**src/rtl/imem_loader_pkg.sv**
```systemverilog
// Shared constants for the instruction-memory loader.
//   HALT_OPCODE : opcode[6:0] the processor decodes as HALT
//   ST_*        : loader FSM state encodings
//   is_halt()   : true when a 32-bit instruction word carries the HALT opcode
package imem_loader_pkg;

    localparam logic [6:0] HALT_OPCODE = 7'b1111111;

    localparam logic [1:0] ST_IDLE = 2'd0;
    localparam logic [1:0] ST_LOAD = 2'd1;
    localparam logic [1:0] ST_FILL = 2'd2;
    localparam logic [1:0] ST_DONE = 2'd3;

    function automatic logic is_halt(input logic [31:0] word);
        return word[6:0] == HALT_OPCODE;
    endfunction

endpackage

```
**src/rtl/imem_loader_byte_packer.sv**
```systemverilog
// Little-endian byte-to-word packer.
// Ports:
//   clk, rst_n   : clock and asynchronous active-low reset
//   clear        : restart packing at lane 0 (discards any partial word)
//   accept       : a byte is being taken this cycle
//   in_byte      : byte to store in the current lane
//   word         : assembled word, valid when word_valid is high
//   word_valid   : high in the cycle the 4th byte of a word is accepted
module imem_loader_byte_packer (
    input  logic        clk,
    input  logic        rst_n,
    input  logic        clear,
    input  logic        accept,
    input  logic [7:0]  in_byte,
    output logic [31:0] word,
    output logic        word_valid
);

    logic [1:0]  byte_idx;
    logic [23:0] lanes;

    always_ff @(posedge clk or negedge rst_n) begin
        if (!rst_n) begin
            byte_idx <= 2'd0;
            lanes    <= 24'd0;
        end else if (clear) begin
            byte_idx <= 2'd0;
        end else if (accept) begin
            case (byte_idx)
                2'd0:    lanes[7:0]   <= in_byte;
                2'd1:    lanes[15:8]  <= in_byte;
                2'd2:    lanes[23:16] <= in_byte;
                default: ;
            endcase
            // Index wraps 3 -> 0 so the next byte starts a new word.
            byte_idx <= byte_idx + 2'd1;
        end
    end

    // The top lane is taken straight from the bus so the word is complete in
    // the same cycle as the 4th handshake; the top registers it.
    assign word       = {in_byte, lanes};
    assign word_valid = accept && (byte_idx == 2'd3);

endmodule

```
**src/rtl/imem_loader.sv**
```systemverilog
// Instruction RAM loader: packs a host byte stream into 32-bit words, writes
// them from word 0 upward, pads the rest of the RAM with HALT and then
// releases the processor.
// Ports:
//   CLOCK_50, reset_n : clock and asynchronous active-low reset
//   start             : begin a load (IDLE/DONE only)
//   in_byte, in_valid : program byte stream
//   in_ready          : byte accepted when in_valid && in_ready
//   wr_en, wr_addr, wr_data : instruction RAM write port
//   cpu_hold          : processor held in reset
//   done              : RAM contents valid
//   overflow          : RAM filled without a HALT word
//   word_count        : program words written (pad words excluded)
//
// state | meaning
// IDLE  | after reset, waiting for start, processor held
// LOAD  | accepting bytes, writing program words
// FILL  | writing HALT_WORD to every address after the program
// DONE  | load complete, processor released, waiting for start
module imem_loader
    import imem_loader_pkg::*;
#(
    parameter int          ADDR_W    = 5,
    parameter logic [31:0] HALT_WORD = 32'h0000007F
) (
    input  logic              CLOCK_50,
    input  logic              reset_n,
    input  logic              start,
    input  logic [7:0]        in_byte,
    input  logic              in_valid,
    output logic              in_ready,
    output logic              wr_en,
    output logic [ADDR_W-1:0] wr_addr,
    output logic [31:0]       wr_data,
    output logic              cpu_hold,
    output logic              done,
    output logic              overflow,
    output logic [ADDR_W:0]   word_count
);

    localparam logic [ADDR_W-1:0] LAST_ADDR = '1;
    localparam logic [ADDR_W-1:0] ADDR_ONE  = 1;
    localparam logic [ADDR_W:0]   COUNT_ONE = 1;

    logic [1:0]  state;
    logic        halt_pending;
    logic        arm;
    logic        accept;
    logic [31:0] packed_word;
    logic        word_valid;

    assign arm    = start && ((state == ST_IDLE) || (state == ST_DONE));
    assign accept = in_valid && in_ready;

    imem_loader_byte_packer u_packer (
        .clk        (CLOCK_50),
        .rst_n      (reset_n),
        .clear      (arm),
        .accept     (accept),
        .in_byte    (in_byte),
        .word       (packed_word),
        .word_valid (word_valid)
    );

    always_ff @(posedge CLOCK_50 or negedge reset_n) begin
        if (!reset_n) begin
            state        <= ST_IDLE;
            halt_pending <= 1'b0;
            in_ready     <= 1'b0;
            wr_en        <= 1'b0;
            wr_addr      <= '0;
            wr_data      <= 32'd0;
            cpu_hold     <= 1'b1;
            done         <= 1'b0;
            overflow     <= 1'b0;
            word_count   <= '0;
        end else begin
            wr_en <= 1'b0;
            case (state)
                ST_IDLE, ST_DONE: begin
                    if (arm) begin
                        state        <= ST_LOAD;
                        halt_pending <= 1'b0;
                        in_ready     <= 1'b1;
                        cpu_hold     <= 1'b1;
                        done         <= 1'b0;
                        overflow     <= 1'b0;
                        wr_addr      <= '0;
                        word_count   <= '0;
                    end
                end

                ST_LOAD: begin
                    // A write always lags its 4th byte by one cycle, and the
                    // next word needs four more bytes, so the write and the
                    // next word_valid never land in the same cycle.
                    if (wr_en) begin
                        word_count <= word_count + COUNT_ONE;
                        if (halt_pending) begin
                            if (wr_addr == LAST_ADDR) begin
                                state    <= ST_DONE;
                                done     <= 1'b1;
                                cpu_hold <= 1'b0;
                            end else begin
                                state   <= ST_FILL;
                                wr_addr <= wr_addr + ADDR_ONE;
                                wr_en   <= 1'b1;
                                wr_data <= HALT_WORD;
                            end
                        end else if (wr_addr == LAST_ADDR) begin
                            state    <= ST_DONE;
                            overflow <= 1'b1;
                            done     <= 1'b1;
                            cpu_hold <= 1'b0;
                        end else begin
                            wr_addr <= wr_addr + ADDR_ONE;
                        end
                    end
                    if (word_valid) begin
                        wr_en        <= 1'b1;
                        wr_data      <= packed_word;
                        halt_pending <= is_halt(packed_word);
                        // Stop taking bytes once the last word the RAM can
                        // hold, or the HALT word, has been assembled.
                        if (is_halt(packed_word) || (wr_addr == LAST_ADDR)) begin
                            in_ready <= 1'b0;
                        end
                    end
                end

                ST_FILL: begin
                    if (wr_addr == LAST_ADDR) begin
                        state    <= ST_DONE;
                        done     <= 1'b1;
                        cpu_hold <= 1'b0;
                    end else begin
                        wr_addr <= wr_addr + ADDR_ONE;
                        wr_en   <= 1'b1;
                    end
                end

                default: state <= ST_IDLE;
            endcase
        end
    end

endmodule
```
**config.mk**
```make
export PLATFORM = sky130hd
export DESIGN_NAME = imem_loader
export DESIGN_NICKNAME = d
export VERILOG_FILES = /design/src/rtl/imem_loader_pkg.sv /design/src/rtl/imem_loader_byte_packer.sv /design/src/rtl/imem_loader.sv
export SDC_FILE = /design/constraint.sdc
export NUM_CORES = 1
export LEC_CHECK = 0
export ABC_CLOCK_PERIOD_IN_PS = 3010
export CORE_MARGIN = 3
export CORE_UTILIZATION = 45
export DETAILED_ROUTE_END_ITERATION = 6
export PLACE_DENSITY = 0.67
export SKIP_LAST_GASP = 1
export SYNTH_ARGS = -nofsm -noshare
export SYNTH_HDL_FRONTEND = slang
export SYNTH_SLANG_ARGS = --single-unit
```
**constraint.sdc**
```tcl
create_clock -name CLOCK_50 -period 3.01 [get_ports CLOCK_50]
set_clock_uncertainty 0.05 [all_clocks]
set_input_delay 0.4515 -clock CLOCK_50 [delete_from_list [all_inputs] [get_ports CLOCK_50]]
set_output_delay 0.4515 -clock CLOCK_50 [all_outputs]
set_load 0.005 [all_outputs]
```
==> impl_metrics.ini <==
[layout]
antenna_cells = 0
instances_no_fill = 426
final_cell_mix = dfrtp_1 (76), clkdlybuf4s50_1 (58), a22o_1 (25)
layout.nets = 348
synthToLayoutAreaGrowth_pct = 25.8
multi_input_area_um2 = 1270
mostFrequentLayoutCell = dfrtp_1
final-seq-area_um2 = 1930
nFillCells = 588
design_area_um2 = 4140
drive_gt1_share_pct = 14.8

[clock_network]
insertion_delay_ns = 0.34
cts_setup_buffers = 0
cts_max_level = 3
clockRootBuffer = clkbuf_8
postCtsHoldBufs = 0
path_clk_slew_ns = 0.09
cts_resized = 0
cts_sinks = 77
clockBufferDepth = 2
cts_buffers = 9
cts_tree = done

[placed_design]
dp_hpwl_mm = 4.66
dpl_cell_area_um2 = 3940
post-place-cells = 410
gp_congestion = 0.762
portBuffers = 59

[logic_synthesis]
ys_seq_area_share_pct = 58.5
ys_dominant_reg_cell = dfrtp_1
syn_nets = 288
synth_edf_count = 0
synth_cells = 265
synth_cell_type_count = 39
synth_simple_gate_area_share_pct = 9.92
synthAdderAreaFrac_pct = 4.18
syn_area_um2 = 3290
synth_xor_area_share_pct = 1.33
synth.ff_latch_count = 77
async_flop_share_pct = 100
syn-mean-instance-area_um2 = 12.4
synthMuxAreaShare_pct = 8.85
synth_top_family_by_area = compound AO/OA/AOI/OAI gates
synth_warnings = 0
synth_compound_area_share_pct = 14.4

[power]
comb_power_share_pct = 33.3
p_switching_mw = 1.15
seqPwrFrac_pct = 45.3
internal_power_mw = 2.54
p_leak_nw = 1.83
p_per_area_nw_per_um2 = 891
irDropWorstVdd_v = 0.000400
power_frac_clock_pct = 21.4
swShare_pct = 31.3

[worst_setup_path]
end_kind = flop
worst_path_most_repeated_cell = ha_1
arrival_ns = 2.66
startpoint_type = flop
crit_path_start = wr_addr[0]
cp_slowest_cell = and2_1
critical_path_class = reg -> reg
required_ns = 3.25
crit_chain = ha_1 > and3_1 > ha_1 > and2b_1 > nand3_1 > and2_1 > a22o_1
critPathMaxFanout = 26
slowest_delay_ns = 0.79
r2r-start = wr_addr[0]

[sta]
final.period_utilization_pct = 80.4
worstMarginPinSlew_ns = 0.982
setup_violations = 0
fmax_mhz = 413
period_needed_ns = 2.42
slew_headroom_pct = 34.5
setup_tns_ns = 0
hold_viol = 0
rsz0062_at_grt = false
drv_slew = 0

[grt]
gr-total-overflow = 0
grt.total_usage_pct = 17.6
antenna_found_initial = 0
grt_max_degree = 78
first_global_vias = 2253
grt_pass1_wl_mm = 11.5

[detailed_routing]
ant_nets = 0
wl_mm = 6.95
drc = 0
drt-vias-per-instance = 5.38
drt-pass1-iter-count = 4
drt_iter0_drc = 113
wl_per_cell_um = 16.3
via_count = 2294

[run_status]
status = finished, final reports clean

[die]
dieWidth_um = 91.5
coreArea_um2 = 6940
ios = 60
dieArea_um2 = 8380
start_util_pct = 47.4
fp-row-count = 30
fp.dieH_um = 91.5

[hold_path]
hold_class = in -> async

[flow_run]
drv_cap = 0
==> worst max-delay path: cells and delay by family, from the launching register on <==
kind / cells / cell delay, ns
AO/OA/AOI/OAI: 1 / 0.25
flip-flops: 1 / 0.43
AND/OR/NAND/NOR: 4 / 1.27
adder cells (fa/ha/maj): 2 / 0.36
==> registers in the layout, indices dropped and copies added, names as in the netlist, 2 cells and up <==
signal             flops
u_packer.lanes        24
u_packer.byte_idx      2
state                  2
wr_addr                5
wr_data               32
word_count             6
==> area by class of cell <==
class,instances,area share [%]
Inverter,6,0.543
Timing Repair Buffer,60,14.4
Clock buffer,9,2.99
Sequential cell,77,46.5
Multi-Input combinational cell,171,30.7
Tap cell,96,2.90
Clock inverter,7,1.96
==> power by group through the flow <==
stage	Sequential [mW]	Clock [mW]	Combinational, mW
3_5_place_dp	1.69	0	1.24
5_1_grt	1.73	0.859	1.36
6_report	1.67	0.790	1.23
2_1_floorplan	1.65	0	0.665
3_3_place_gp	1.69	0	1.21
4_1_cts	1.67	0.812	1.25
==> final timing paths <==
kind	end	slack (ns)	cells past startpoint
worst max-delay path	wr_data[28]	0.59	7
worst min-delay path	wr_addr[2]	0.20	1
worst max register to register	wr_data[28]	0.59	7
worst min register to register	wr_data[15]	0.44	1
max in group asynchronous	u_packer.lanes[15]	2.11	1
min in group CLOCK_50	wr_data[15]	0.44	1
==> synth_stat cells, types with 2 or more instances <==
cell type	number	share of area, %
nand2b_1	4	0.76
nor3_1	3	0.46
o221ai_1	2	0.53
and3_1	2	0.38
dfrtp_1	76	58
mux2_2	24	8.2
buf_2	5	0.76
a22o_1	25	6.6
nand2_1	19	2.2
nand2_2	3	0.57
a21oi_1	13	2.0
inv_1	6	0.68
nor2_1	12	1.4
and2_1	5	0.95
clkbuf_1	3	0.34
ha_1	11	4.2
buf_6	3	1.0
o21ai_0	8	1.2
nand3_1	7	1.1
o22a_1	7	1.9
xor2_1	4	1.1
a31oi_1	3	0.57
nand4_1	4	0.76
==> layer usage <==
| metal | routed length (µm) | track usage (%) | up-vias |
|---|---|---|---|
| li1 | - | - | 1092 |
| met1 | 3490 | 25.7 | 1143 |
| met2 | 3020 | 24.7 | 51 |
| met3 | 340 | 4.47 | 8 |
| met4 | 104 | 7.04 | 0 |
| met5 | 0 | 0 | - |
==> kinds of logic after synthesis <==
group | count (synthesis)
AOI/OAI and AO/OA | 64
xor gates and xnor gates | 5
adders and majority gates | 11
buffers and inverters | 17
DFF | 77
muxes | 26
and+or+nand+nor | 65
==> through the flow <==
stage / hold slack (ns) / setup slack [ns] / util (%) / power [mW]
floorplan: 0.106 / 0.951 / - / 2.32
global placement: 0.424 / 0.647 / 56.7 / 2.89
detailed placement: 0.427 / 0.572 / 56.7 / 2.93
CTS: 0.234 / 0.569 / 59.7 / 3.73
global route: 0.269 / 0.382 / 59.7 / 3.94
finish: 0.197 / 0.589 / 59.7 / 3.69
(Power assumes the default switching activity.)
